<file path="src/rtl/song_pkg.sv">
// Shared types and defaults for the song recorder.
package song_pkg;

  localparam int NOTES_DEFAULT = 32;
  localparam int LEAD_DEFAULT  = 4;

  typedef enum logic [1:0] {
    IDLE,
    COUNT_IN,
    RECORD,
    DONE
  } state_e;

endpackage

</file>
<file path="src/rtl/song_recorder_press_latch.sv">
// Per-lane press capture: rising-edge detector plus sticky latch for one beat slot.
module press_latch (
  input  logic clk,
  input  logic rst,
  input  logic button,
  input  logic clear,
  input  logic enable,
  output logic hit_now
);

  logic prev_q;
  logic latch_q, latch_d;
  logic rise;

  assign rise    = enable & button & ~prev_q;
  assign hit_now = latch_q | rise;

  // Clear has priority so a press on the closing beat is not carried into the next slot.
  always_comb begin
    latch_d = latch_q | rise;
    if (clear) latch_d = 1'b0;
  end

  // Previous button sample and sticky latch.
  always_ff @(posedge clk) begin
    if (rst) begin
      prev_q  <= 1'b0;
      latch_q <= 1'b0;
    end else begin
      prev_q  <= button;
      latch_q <= latch_d;
    end
  end

endmodule

</file>
<file path="src/rtl/song_recorder.sv">
// Two-lane chart recorder: count-in, per-beat slot capture, atomic commit of notes1/notes2.
module song_recorder
  import song_pkg::*;
#(
  parameter int NOTES = NOTES_DEFAULT,
  parameter int LEAD  = LEAD_DEFAULT
) (
  input  logic                     clk,
  input  logic                     rst,
  input  logic                     start,
  input  logic                     beat,
  input  logic                     button_1,
  input  logic                     button_2,
  output logic [NOTES-1:0]         notes1,
  output logic [NOTES-1:0]         notes2,
  output logic                     recording,
  output logic                     counting,
  output logic                     done,
  output logic [$clog2(NOTES)-1:0] beat_idx,
  output logic [2:0]               count_left
);

  localparam int IW = $clog2(NOTES);

  state_e           state_q, state_d;
  logic [NOTES-1:0] work1_q, work1_d, work2_q, work2_d;
  logic [NOTES-1:0] notes1_q, notes1_d, notes2_q, notes2_d;
  logic [IW-1:0]    idx_q, idx_d;
  logic [2:0]       cnt_q, cnt_d;
  logic             done_q, done_d;
  logic             hit1, hit2;
  logic             lat_en, lat_clear;

  assign lat_en    = (state_q == RECORD);
  assign lat_clear = ~lat_en | beat;

  press_latch u_lane1 (
    .clk     (clk),
    .rst     (rst),
    .button  (button_1),
    .clear   (lat_clear),
    .enable  (lat_en),
    .hit_now (hit1)
  );

  press_latch u_lane2 (
    .clk     (clk),
    .rst     (rst),
    .button  (button_2),
    .clear   (lat_clear),
    .enable  (lat_en),
    .hit_now (hit2)
  );

  // Next-state, counters, working shift registers and commit.
  always_comb begin
    state_d  = state_q;
    work1_d  = work1_q;
    work2_d  = work2_q;
    notes1_d = notes1_q;
    notes2_d = notes2_q;
    idx_d    = idx_q;
    cnt_d    = cnt_q;
    done_d   = 1'b0;
    case (state_q)
      IDLE, DONE: begin
        if (start) begin
          state_d = COUNT_IN;
          cnt_d   = 3'(LEAD);
          work1_d = '0;
          work2_d = '0;
          idx_d   = '0;
        end
      end
      COUNT_IN: begin
        if (beat) begin
          cnt_d = cnt_q - 3'd1;
          if (cnt_q == 3'd1) state_d = RECORD;
        end
      end
      RECORD: begin
        if (beat) begin
          work1_d[NOTES-1-int'(idx_q)] = hit1;
          work2_d[NOTES-1-int'(idx_q)] = hit2;
          if (idx_q == IW'(NOTES-1)) begin
            // Commit the chart including the bit closed on this very beat.
            notes1_d = work1_d;
            notes2_d = work2_d;
            done_d   = 1'b1;
            idx_d    = '0;
            state_d  = DONE;
          end else begin
            idx_d = idx_q + IW'(1);
          end
        end
      end
      default: state_d = IDLE;
    endcase
  end

  // State and datapath registers.
  always_ff @(posedge clk) begin
    if (rst) begin
      state_q  <= IDLE;
      work1_q  <= '0;
      work2_q  <= '0;
      notes1_q <= '0;
      notes2_q <= '0;
      idx_q    <= '0;
      cnt_q    <= '0;
      done_q   <= 1'b0;
    end else begin
      state_q  <= state_d;
      work1_q  <= work1_d;
      work2_q  <= work2_d;
      notes1_q <= notes1_d;
      notes2_q <= notes2_d;
      idx_q    <= idx_d;
      cnt_q    <= cnt_d;
      done_q   <= done_d;
    end
  end

  assign notes1     = notes1_q;
  assign notes2     = notes2_q;
  assign recording  = (state_q == RECORD);
  assign counting   = (state_q == COUNT_IN);
  assign done       = done_q;
  assign beat_idx   = idx_q;
  assign count_left = cnt_q;

endmodule
</file>
<file path="config.mk">
export PLATFORM = sky130hd
export DESIGN_NAME = song_recorder
export DESIGN_NICKNAME = d
export VERILOG_FILES = /design/src/rtl/song_pkg.sv /design/src/rtl/song_recorder_press_latch.sv /design/src/rtl/song_recorder.sv
export SDC_FILE = /design/constraint.sdc
export NUM_CORES = 1
export LEC_CHECK = 0
export BUFFER_PORTS_ARGS = -buffer_cell sky130_fd_sc_hd__buf_4
export CAP_MARGIN = 20
export CORE_MARGIN = 4
export CORE_UTILIZATION = 62
export CTS_CLUSTER_SIZE = 8
export DETAILED_ROUTE_END_ITERATION = 10
export PLACE_DENSITY_LB_ADDON = 0.08
export SKIP_CTS_REPAIR_TIMING = 1
export SYNTH_ARGS = -nofsm -noshare
export SYNTH_HDL_FRONTEND = slang
export SYNTH_SLANG_ARGS = --single-unit
</file>
<file path="constraint.sdc">
create_clock -name clk -period 3.2 [get_ports clk]
set_input_delay 0.32 -clock clk [delete_from_list [all_inputs] [get_ports clk]]
set_output_delay 0.32 -clock clk [all_outputs]
set_load 0.02 [all_outputs]
</file>
==> results by group <==
Run status
  • Status: finished clean

Worst setup path
  • Kind of end point of the critical path: flop
  • Reg2Reg Depth: 7
  • CP peak stage delay: around 0.53 ns
  • Required time of the critical path: 3.64 ns
  • Critical path origin: state_q[0]
  • Reg-to-reg critical path startpoint: state_q[0]
  • Arrival time worst endpoint: 2.99 ns
  • Setup CP Type: reg -> reg
  • Slowest cell on the critical path: ha_1
  • Crit-path cells: inv_1 -> ha_1 -> mux2i_1 -> nand2b_2 -> buf_12 -> o21ai_0 -> a21oi_1
  • Setup crit start kind: flop
  • Critical path peak fanout: 47

Route
  • WL/cell: 17.3 um
  • Iteration count of the initial detailed-routing pass: 7
  • Highest metal used: met4
  • Metal2 WL: 8.13 mm
  • Met1 wire length: 6.77 mm
  • Final WL: 16.2 mm
  • DR iter-0 viols: 401
  • DRC viols: 0
  • Routed vias: 5639
  • Routed Antenna Nets: 0
  • Drt via density: 6.02
  • Wire length on met3: 1.08 mm

Logic synthesis
  • Sequential share of the synthesized area: 45.2%
  • Distinct cell type count after synthesis: 44
  • Most area-hungry cell type in the Yosys netlist: dfxtp_1
  • Syn avg cell area: 8.52 sq um
  • Synth top area cells: dfxtp_1 45%, nor3_1 8.9%, a21oi_1 6.1%
  • Ys flop type: dfxtp_1
  • Yosys reg bits: 143
  • Syn Nets: 759
  • Syn Inst Count: 743
  • Ys Warns: 0
  • Async set-reset flop share out of synthesis: 0%
  • Netlist area before placement: ~6300 sq um
  • Yosys top cell area share: 45.2%
  • Post-synth EDFFs: 0

Floorplan
  • Initial core utilization: 64.2%
  • Die Y: 109 um
  • Total die area: about 12000 sq um
  • I/O pin count: 81
  • Core area: 9860 sq um
  • Chip Width: 109 um
  • Standard-cell rows: 36

Job
  • Max-Cap Viols: 0

Power and ir drop
  • Switching part of the total power: 28.9%
  • Clk pwr share: 42.1%
  • Static leakage: 2.68 nW
  • Final Power: between 4 and 5 mW
  • Pwr Density: 617 nW/um^2
  • NetSw: approximately 1.3 mW
  • Flop pwr share: 39.8%
  • P_int: between 3 and 4 mW
  • Logic pwr share: 18.1%
  • VDD IR max: around 0.00053 V

CTS
  • Clock sinks: between 100 and 150
  • Worst-path clk slew: 0.06 ns
  • H-tree depth: 4
  • CTS tree: yes
  • Clock Latency Late Sink: 0.52 ns
  • Clock buffer depth: 2
  • CTS root buffer: clkbuf_8
  • CTS buffer count: 17

Timing
  • Max-slew headroom: 42.9%
  • Final worst-path cycle share: 79.7%
  • Total negative slack: 0 ns
  • Final hold violation count: 0
  • Worst-case clock skew: 0.00781 ns
  • FMAX: 0.392 GHz
  • Final Setup Violations: 0
  • Minimum clock period: 2.55 ns
  • RSZ-0062 raised after global routing: false
  • Max-slew violations: 0
  • Slew @ Worst Pin: 0.856 ns

Finish
  • Most frequent cells in the layout: 143 x dfxtp_1, 113 x nor3_1, 89 x buf_4, 77 x a21oi_1, 76 x nand2_1
  • Share of cells above drive strength 1: 22.5%
  • Fillcell total: between 700 and 800
  • Area of the multi-input gates: between 3000 and 4000 sq um
  • Sequential cell area: 2860 sq um
  • Most common cell after layout, fill and taps aside: dfxtp_1
  • Antenna diode instance count: 0
  • Nets: 808
  • Area grow syn2layout: 18.4%

Worst hold path
  • Worst Hold Launch: button_2
  • Hold Crit Class: in -> reg
  • Hold path cells: 2

Placement
  • Number of buffers added on ports: 80
  • Routability-driven placement congestion ratio: 0.770
  • Hpwl dp: 9.51 mm

GRT
  • Global-route wire length before repair: 26.0 mm
  • GR Overflow Total: 0
  • Pin count of the biggest net entering global routing: 116
  • Initial antenna violation count: 0
  • Number of global-route vias before repair: 5373
  • GRT Util Overall: 27.6%
-- final cells by class --
cell class	count	share of cell area, %
clock buffer	23	6.22
sequential	143	38.2
multi-input combinational	527	41.1
clock inverter	7	1.47
inverter	9	0.451
tap	133	2.22
timing repair buffer	94	10.3
-- registers in the layout (all words and copies together) (netlist names) --
register,flops
done,1
work2_q,32
beat_idx,5
count_left,3
notes2,32
u_lane2.latch_q,1
u_lane1.prev_q,1
u_lane2.prev_q,1
u_lane1.latch_q,1
state_q,2
notes1,32
work1_q,32
-- per-layer routing --
layer	global-route usage (%)	vias up
li1	-	2713
met1	33.8	2663
met2	47.8	240
met3	5.62	23
met4	10.4	0
met5	0	-
-- stage by stage --
step,hold WS [ns],instance area (sq um),std cells,util [%],worst slack [ns]
floorplan,0.448,6330,743,-,1.28
global placement,0.449,6890,905,69.9,0.793
detailed placement,0.455,6890,905,69.9,0.699
CTS,0.0278,7470,935,75.7,0.644
global route,0.0381,7500,936,76.0,0.491
finish,0.0405,7500,936,76.0,0.648
-- final timing paths --
path	end	slack [ns]
worst max register to register	work1_q[11]	0.65
worst max-delay path	work1_q[11]	0.65
worst min-delay path	u_lane2.prev_q	0.04
worst min register to register	notes1[2]	0.46
-- Yosys cell counts, drive strengths merged (4+ instances only) --
master	count
nor3	146
dfxtp	143
a21oi	77
nand2	77
nor2	67
o21ai	67
buf	35
clkbuf	29
and4b	12
and4bb	12
nand3	11
ha	10
inv	9
o211ai	8
a211oi	5
and4	4
nand3b	4
nor4b	4
-- critical path: cells and delay by family (launching register included) --
kind,cells,cell delay [ns]
fa+ha+maj,1,0.53
simple gates,1,0.51
compound gates,2,0.38
mux,1,0.36
buf+inv,2,0.35
flops,1,0.34
-- cell families (layout without fill, tap and decap cells) --
kind of cell,count (synthesis),in the layout,synth area share [%]
simple gates,351,351,32.1
flops,143,143,45.2
xor+xnor,3,3,0.415
mux,1,1,0.158
compound gates,162,162,13.8
fa+ha+maj,10,10,1.98
buf+inv,73,133,6.36
-- power by group through the flow --
stage          clock (mW)  combinational, mW  sequential [mW]
5_1_grt              2.03              0.898             1.84
2_1_floorplan           0              0.603             1.88
3_5_place_dp            0              0.806             1.87
6_report             1.95              0.838             1.84
4_1_cts              1.95              0.823             1.84
3_3_place_gp            0              0.780             1.87
No activity file was read; power rests on OpenSTA's default activity.
